File: config.mk
export PLATFORM = sky130hd
export DESIGN_NAME = ppmn_demod
export DESIGN_NICKNAME = d
export VERILOG_FILES = /design/src/rtl/ppmn_demod.sv
export SDC_FILE = /design/constraint.sdc
export NUM_CORES = 1
export LEC_CHECK = 0
export BUFFER_PORTS_ARGS = -buffer_cell sky130_fd_sc_hd__buf_2
export CORE_MARGIN = 8
export CORE_UTILIZATION = 45
export DETAILED_ROUTE_END_ITERATION = 12
export PLACE_DENSITY = 0.73
export SLEW_MARGIN = 20
export SYNTH_ARGS = -nofsm -noshare
export SYNTH_HDL_FRONTEND = slang
export SYNTH_SLANG_ARGS = --single-unit
File: constraint.sdc
create_clock -name clk -period 4 [get_ports clk]
set_input_delay 0.6 -clock clk [delete_from_list [all_inputs] [get_ports clk]]
set_output_delay 0.6 -clock clk [all_outputs]
set_load 0.005 [all_outputs]
File: src/rtl/ppmn_demod.sv
// Purpose : parametrised M-ary PPM demodulator (slot search, preamble check, length field, payload).
// Latency : each symbol decision is registered at the edge sampling its last chip; outputs valid next cycle.
// Backpr. : none; the chip stream is consumed at one sample per clk, symbols >= S*CHIP_BITS cycles apart.
//
// Ports   : clk/resetn (async active-low); din chip sample; rx_start arms search from IDLE;
//           corr_threshold_ext minimum slot energy; packet_detected level; dout_valid/dout/dout_erasure
//           payload symbol strobe; rx_error one-cycle abort pulse after sync.
// Option  : define PPMN_DEMOD_DEBUG_EN to add registered dbg_* copies of internal state.
module ppmn_demod #(
   parameter int SYM_BITS  = 4,
   parameter int CHIP_BITS = 2,
   parameter int SYNC_LEN  = 4,
   parameter int LEN_BITS  = 8,
   localparam int EW       = $clog2(CHIP_BITS + 1)
) (
   input  logic                clk,
   input  logic                resetn,
   input  logic                din,
   input  logic                rx_start,
   input  logic [EW-1:0]       corr_threshold_ext,
   output logic                packet_detected,
   output logic                dout_valid,
   output logic [SYM_BITS-1:0] dout,
   output logic                dout_erasure,
   output logic                rx_error
`ifdef PPMN_DEMOD_DEBUG_EN
   ,
   output logic [2:0]          dbg_state,
   output logic [SYM_BITS-1:0] dbg_slot_count,
   output logic [LEN_BITS-1:0] dbg_symbol_count,
   output logic [EW-1:0]       dbg_peak_energy,
   output logic [LEN_BITS-1:0] dbg_len
`endif
);

   localparam int S  = 1 << SYM_BITS;
   localparam int L  = LEN_BITS / SYM_BITS;
   localparam int CW = (CHIP_BITS > 1) ? $clog2(CHIP_BITS) : 1;

   typedef enum logic [2:0] {
      ST_IDLE   = 3'd0,
      ST_SEARCH = 3'd1,
      ST_SYNC   = 3'd2,
      ST_LEN    = 3'd3,
      ST_DATA   = 3'd4
   } state_t;

   state_t              state, state_nx;
   logic [CW-1:0]       chip_cnt;
   logic [SYM_BITS-1:0] slot_cnt, peak_slot, dec_slot;
   logic [LEN_BITS-1:0] sym_cnt, len_q, len_nx;
   logic [EW-1:0]       slot_acc, slot_e, peak_e, dec_e, win_e, thr_eff;
   logic [CHIP_BITS-1:0] win_q, win_next;
   logic                last_chip, last_slot, active, sym_dec, win_hit;
   logic                dec_eras, sync_ok, vld_nx, err_nx, pd_nx;

   // Search window: the last CHIP_BITS samples seen while searching, newest in bit 0.
   assign win_next  = (win_q << 1) | CHIP_BITS'(din);
   assign win_e     = EW'($countones(win_next));
   // A zero threshold would let an empty window lock on, so search needs at least one hit.
   assign thr_eff   = (corr_threshold_ext == '0) ? EW'(1) : corr_threshold_ext;
   assign win_hit   = (state == ST_SEARCH) && (win_e >= thr_eff);

   assign active    = (state == ST_SYNC) || (state == ST_LEN) || (state == ST_DATA);
   assign slot_e    = slot_acc + EW'(din);
   assign last_chip = (chip_cnt == CW'(CHIP_BITS - 1));
   assign last_slot = (slot_cnt == SYM_BITS'(S - 1));
   assign sym_dec   = active && last_chip && last_slot;

   // Final slot only wins on strictly greater energy, so ties keep the lowest index.
   assign dec_slot  = (slot_e > peak_e) ? slot_cnt : peak_slot;
   assign dec_e     = (slot_e > peak_e) ? slot_e : peak_e;
   assign dec_eras  = (dec_e < corr_threshold_ext);
   assign sync_ok   = (dec_slot == '0) && !dec_eras;
   assign len_nx    = (len_q << SYM_BITS) | LEN_BITS'(dec_slot);

   // State register
   always_ff @(posedge clk or negedge resetn) begin
      if (!resetn) state <= ST_IDLE;
      else         state <= state_nx;
   end

   // Next-state logic
   always_comb begin
      state_nx = state;
      case (state)
         ST_IDLE:   if (rx_start) state_nx = ST_SEARCH;
         ST_SEARCH: if (win_hit)  state_nx = ST_SYNC;
         ST_SYNC: begin
            // Preamble symbol 0 is only partially observed, so its decision is not checked.
            if (sym_dec && (sym_cnt != '0)) begin
               if (!sync_ok)                                 state_nx = ST_SEARCH;
               else if (sym_cnt == LEN_BITS'(SYNC_LEN - 1))  state_nx = ST_LEN;
            end
         end
         ST_LEN: begin
            if (sym_dec) begin
               if (dec_eras)                           state_nx = ST_IDLE;
               else if (sym_cnt == LEN_BITS'(L - 1))   state_nx = (len_nx == '0) ? ST_IDLE : ST_DATA;
            end
         end
         ST_DATA: if (sym_dec && (sym_cnt == len_q - LEN_BITS'(1))) state_nx = ST_IDLE;
         default: state_nx = ST_IDLE;
      endcase
   end

   // Output logic (registered below)
   always_comb begin
      vld_nx = (state == ST_DATA) && sym_dec;
      err_nx = (state == ST_LEN) && sym_dec && dec_eras;
      pd_nx  = (state_nx == ST_LEN) || (state_nx == ST_DATA);
   end

   always_ff @(posedge clk or negedge resetn) begin
      if (!resetn) begin
         packet_detected <= 1'b0;
         dout_valid      <= 1'b0;
         dout            <= '0;
         dout_erasure    <= 1'b0;
         rx_error        <= 1'b0;
      end else begin
         packet_detected <= pd_nx;
         dout_valid      <= vld_nx;
         rx_error        <= err_nx;
         if (vld_nx) begin
            dout         <= dec_slot;
            dout_erasure <= dec_eras;
         end
      end
   end

   // Chip/slot/symbol counters and per-symbol peak tracking
   always_ff @(posedge clk or negedge resetn) begin
      if (!resetn) begin
         win_q     <= '0;
         chip_cnt  <= '0;
         slot_cnt  <= '0;
         slot_acc  <= '0;
         sym_cnt   <= '0;
         len_q     <= '0;
         peak_e    <= '0;
         peak_slot <= '0;
      end else begin
         win_q <= (state == ST_SEARCH) ? win_next : '0;
         if (win_hit) begin
            // The hit sample closes slot 0 of preamble symbol 0.
            chip_cnt  <= '0;
            slot_cnt  <= SYM_BITS'(1);
            slot_acc  <= '0;
            sym_cnt   <= '0;
            len_q     <= '0;
            peak_e    <= win_e;
            peak_slot <= '0;
         end else if (active) begin
            if (last_chip) begin
               chip_cnt <= '0;
               slot_acc <= '0;
               slot_cnt <= slot_cnt + SYM_BITS'(1);
               if ((slot_cnt == '0) || (slot_e > peak_e)) begin
                  peak_e    <= slot_e;
                  peak_slot <= slot_cnt;
               end
            end else begin
               chip_cnt <= chip_cnt + CW'(1);
               slot_acc <= slot_e;
            end
            if (sym_dec) begin
               sym_cnt <= (state_nx != state) ? '0 : sym_cnt + LEN_BITS'(1);
               if (state == ST_LEN) len_q <= len_nx;
            end
         end else begin
            chip_cnt <= '0;
            slot_cnt <= '0;
            slot_acc <= '0;
            sym_cnt  <= '0;
         end
      end
   end

`ifdef PPMN_DEMOD_DEBUG_EN
   always_ff @(posedge clk or negedge resetn) begin
      if (!resetn) begin
         dbg_state        <= '0;
         dbg_slot_count   <= '0;
         dbg_symbol_count <= '0;
         dbg_peak_energy  <= '0;
         dbg_len          <= '0;
      end else begin
         dbg_state        <= state;
         dbg_slot_count   <= slot_cnt;
         dbg_symbol_count <= sym_cnt;
         dbg_peak_energy  <= peak_e;
         dbg_len          <= len_q;
      end
   end
`endif

endmodule

==> results.sh <==
export IMPL_finalHoldViolations=0
export IMPL_worstSetupStartpointType="input port"
export IMPL_grt_use_total_pct=13.7
export IMPL_timing_critical_path_fanout_max=7
export IMPL_clock_root_buffer="clkbuf_8"
export IMPL_worstReg2RegStart="slot_acc[0]"
export IMPL_antenna_found_initial=0
export IMPL_reg2regPathDepth=11
export IMPL_synth_enable_flop_cells=0
export IMPL_antenna_cells=0
export IMPL_detail_route_iter0_violations=93
export IMPL_yosys_warnings=0
export IMPL_avgViaCountPerCell=5.61
export IMPL_maxCapViolCount=0
export IMPL_finish_utilization_pct=50.3
export IMPL_fp_dieW_um=91.2
export IMPL_i_o_pin_count=14
export IMPL_cts_num_sinks=41
export IMPL_worstSkewPairLatency_ns=0.30
export IMPL_postCtsSetupRepairBufs=0
export IMPL_first_pass_iters=4
export IMPL_io_buffers=13
export IMPL_yosys_most_used_dff="dfrtp_1"
export IMPL_synth_fp_nets=304
export IMPL_min_delay_path_class="input port to async pin"
export IMPL_fin_crit_sh_pct=80.3
export IMPL_finalNonFillerCells=365
export IMPL_numPlacedInstances=357
export IMPL_std_cell_rows=27
export IMPL_tightestPinTransition_ns=0.910
export IMPL_drt_wirelength_um=5370
export IMPL_post_synthesis_instance_total=284
export IMPL_gpl_final_weighted_congestion=0.844
export IMPL_via_count_of_the_first_global_routing_pass=2000
export IMPL_fillCellCount=534
export IMPL_hpwlAfterDp_um=4070
export IMPL_peakVddDrop_mv=0.447
export IMPL_route_vias_total=2046
export IMPL_avgRoutedWirePerCell_um=14.7
export IMPL_max_clock_path_buffers=2
export IMPL_cts_clk_slew_worst_paths_ns=0.08
export IMPL_max_freq_mhz=311
export IMPL_min_period_ns=3.21
export IMPL_share_of_synthesized_flip_flops_with_an_asynchronous_set_or_reset_pct=100
export IMPL_htree_levels=2
export IMPL_fin_nets=312
export IMPL_synth_yosys_seq_area_share_pct=40.4
export IMPL_pin_count_of_the_biggest_net_entering_global_routing=42
export IMPL_worstSetupPathType="input port to flip-flop"
export IMPL_cts_hold_repair_buffers=0
export IMPL_r2r_end="sym_cnt[2]"
export IMPL_power_per_cell_area_mw_per_mm2=741
export IMPL_grt_first_pass_wirelength_um=9440
export IMPL_cpMaxStageDelayCell="nor4bb_1"
export IMPL_die_y_um=91.2
export IMPL_grt_overflow_total=0
export IMPL_final_layout_size_suffix_gt1_share_pct=11.9
export IMPL_die_area_mm2=0.00831
export IMPL_floorplan_initialDensity_pct=46.5
export IMPL_slowest_delay_ns=0.46
export IMPL_unrepaired_setup_endpoints_after_global_routing="no"
export IMPL_clock_skew_ns=0.00822
export IMPL_synth_area_per_cell_um2=8.95
export IMPL_run_status="finished, final reports clean"
export IMPL_cp_arrival_ns=3.45
export IMPL_cp_common_cell="ha_1"
export IMPL_remaining_drc_errors=0
export IMPL_crit_path_cell_trace="buf_2, ha_1, xnor2_1, inv_1, ha_1, or2_1, a31oi_1, o22ai_1, nor4bb_1, o21ai_2, o32ai_1, a22o_1"
export IMPL_cts_tree="yes"
export IMPL_drtAntennaViolNets=0
export IMPL_setup_reg_to_reg_worst_slack_ns=0.86
export IMPL_timing_final_max_slew_violations=0
export IMPL_endpoint_kind="flip-flop"
export IMPL_setup_total_negative_slack_ns=0
export IMPL_cellLeakagePower_nw=1.26
export IMPL_cts_repair_resized=0
export IMPL_synthToLayoutAreaGrowth_pct=8.27
export IMPL_cts_made_buffers=5
export IMPL_cp_required_ns=4.24
export IMPL_worst_slew_margin_rel_pct=39.3
export IMPL_yosys_register_bits=41
export IMPL_syn_area_mm2=0.00254
export IMPL_floorplan_core_area_mm2=0.00547
export IMPL_yosys_cell_types_count=53
export IMPL_setup_violations=0
## worst max-delay path by stage
stage                     cells past startpoint    endpoint  slack [ns]  start
after floorplan                              13  sym_cnt[2]        0.75    din
after CTS                                    12  sym_cnt[2]        0.80    din
after global placement                       12  sym_cnt[2]        0.57    din
after global routing                         12  sym_cnt[2]        0.48    din
after detailed placement                     12  sym_cnt[2]        0.48    din
final                                        12  sym_cnt[2]        0.79    din
## cell families (layout without fill, tap and decap cells)
logic type	count (synthesis)	in the layout	share of synthesized area, %
flops	41	41	40.4
mux	2	2	0.787
fa+ha+maj	14	14	6.89
simple gates	104	104	21.2
compound gates	76	76	21.5
buf+inv	35	44	5.17
xor+xnor	12	12	4.13
## worst max-delay path: cells and delay by family
kind | cells | cell delay [ns]
AOI/OAI and AO/OA | 5 | 1.11
xor gates and xnor gates | 1 | 0.28
buffers and inverters | 2 | 0.19
adders and majority gates | 2 | 0.52
and+or+nand+nor | 2 | 0.76
## layer usage
layer,up-vias,track usage (%),share of wire [%]
li1,1026,-,-
met1,995,17.1,48
met2,18,22.9,48
met3,7,2.88,2.5
met4,0,4.37,1.1
met5,-,0,0
## per-stage QoR
stage          hold slack [ns]  cell area [um^2]  total power, W  worst slack [ns]
6_report                 0.427              2750         0.00204             0.789
3_5_place_dp             0.470              2660         0.00176             0.483
3_3_place_gp             0.462              2660         0.00173             0.575
4_1_cts                  0.458              2750         0.00205             0.804
2_1_floorplan            0.304              2540         0.00154             0.749
5_1_grt                  0.507              2750         0.00224             0.483
## synthesized netlist by cell type (2+ instances only)
master	instances	area share, %
o22ai_1	4	0.98
clkbuf_1	13	1.9
xor2_1	6	2.1
nor2_1	22	3.2
or2_2	6	1.5
a211oi_1	8	2.4
dfrtp_1	41	40
nor4_1	3	0.74
a22o_1	4	1.4
a211o_1	2	0.69
nor3_1	5	0.98
nor3b_1	2	0.59
nand3_1	13	2.6
a21o_1	4	1.2
a21oi_1	10	2.0
nor2b_1	2	0.49
and2_1	2	0.49
xnor2_1	6	2.1
a31oi_1	5	1.2
inv_1	22	3.2
o211ai_1	3	0.89
nand2_1	25	3.7
nand2b_1	7	1.7
o31ai_1	4	1.2
o21ai_0	18	3.5
nand4_1	2	0.49
and3_1	3	0.74
or3_1	3	0.74
mux2i_1	2	0.79
ha_1	14	6.9
## power breakdown
part | switching, W | total [W] | internal (W)
Sequential | 0.000157 | 0.000689 | 0.000532
Combinational | 0.000618 | 0.00107 | 0.000448
Clock | 0.000147 | 0.000287 | 0.000140
## cell type report
| type | count | area (um^2) | share of cell area (%) |
|---|---|---|---|
| well taps | 72 | 90.1 | 3.27 |
| flip-flops and latches | 41 | 1030 | 37.3 |
| inverters | 22 | 82.6 | 3.00 |
| multi-input cells | 208 | 1390 | 50.3 |
| repair buffers | 14 | 72.6 | 2.64 |
| clock inverters | 2 | 13.8 | 0.500 |
| clock buffers | 6 | 82.6 | 3.00 |
## state kept, by name, summed over array words and instances (netlist names)
signal	flops
state	3
peak_e	2
win_q	1
slot_cnt	4
sym_cnt	8
dout_erasure	1
chip_cnt	1
len_q	8
peak_slot	4
dout_valid	1
packet_detected	1
dout	4
rx_error	1
slot_acc	2
## layout by cell type (no fill, tap or decap), types with 5 or more instances in the layout
cell type / Yosys / final
xnor2_1: 6 / 6
nand3_1: 13 / 13
dfrtp_1: 41 / 41
a31oi_1: 5 / 5
inv_1: 22 / 22
xor2_1: 6 / 6
a211oi_1: 8 / 8
buf_2: 0 / 13
nand2b_1: 7 / 7
nor2_1: 22 / 22
o21ai_0: 18 / 18
ha_1: 14 / 14
a21oi_1: 10 / 10
clkbuf_8: 0 / 6
nand2_1: 25 / 25
nor3_1: 5 / 5
or2_2: 6 / 6
Note: power is estimated with default switching activity, not from simulation.
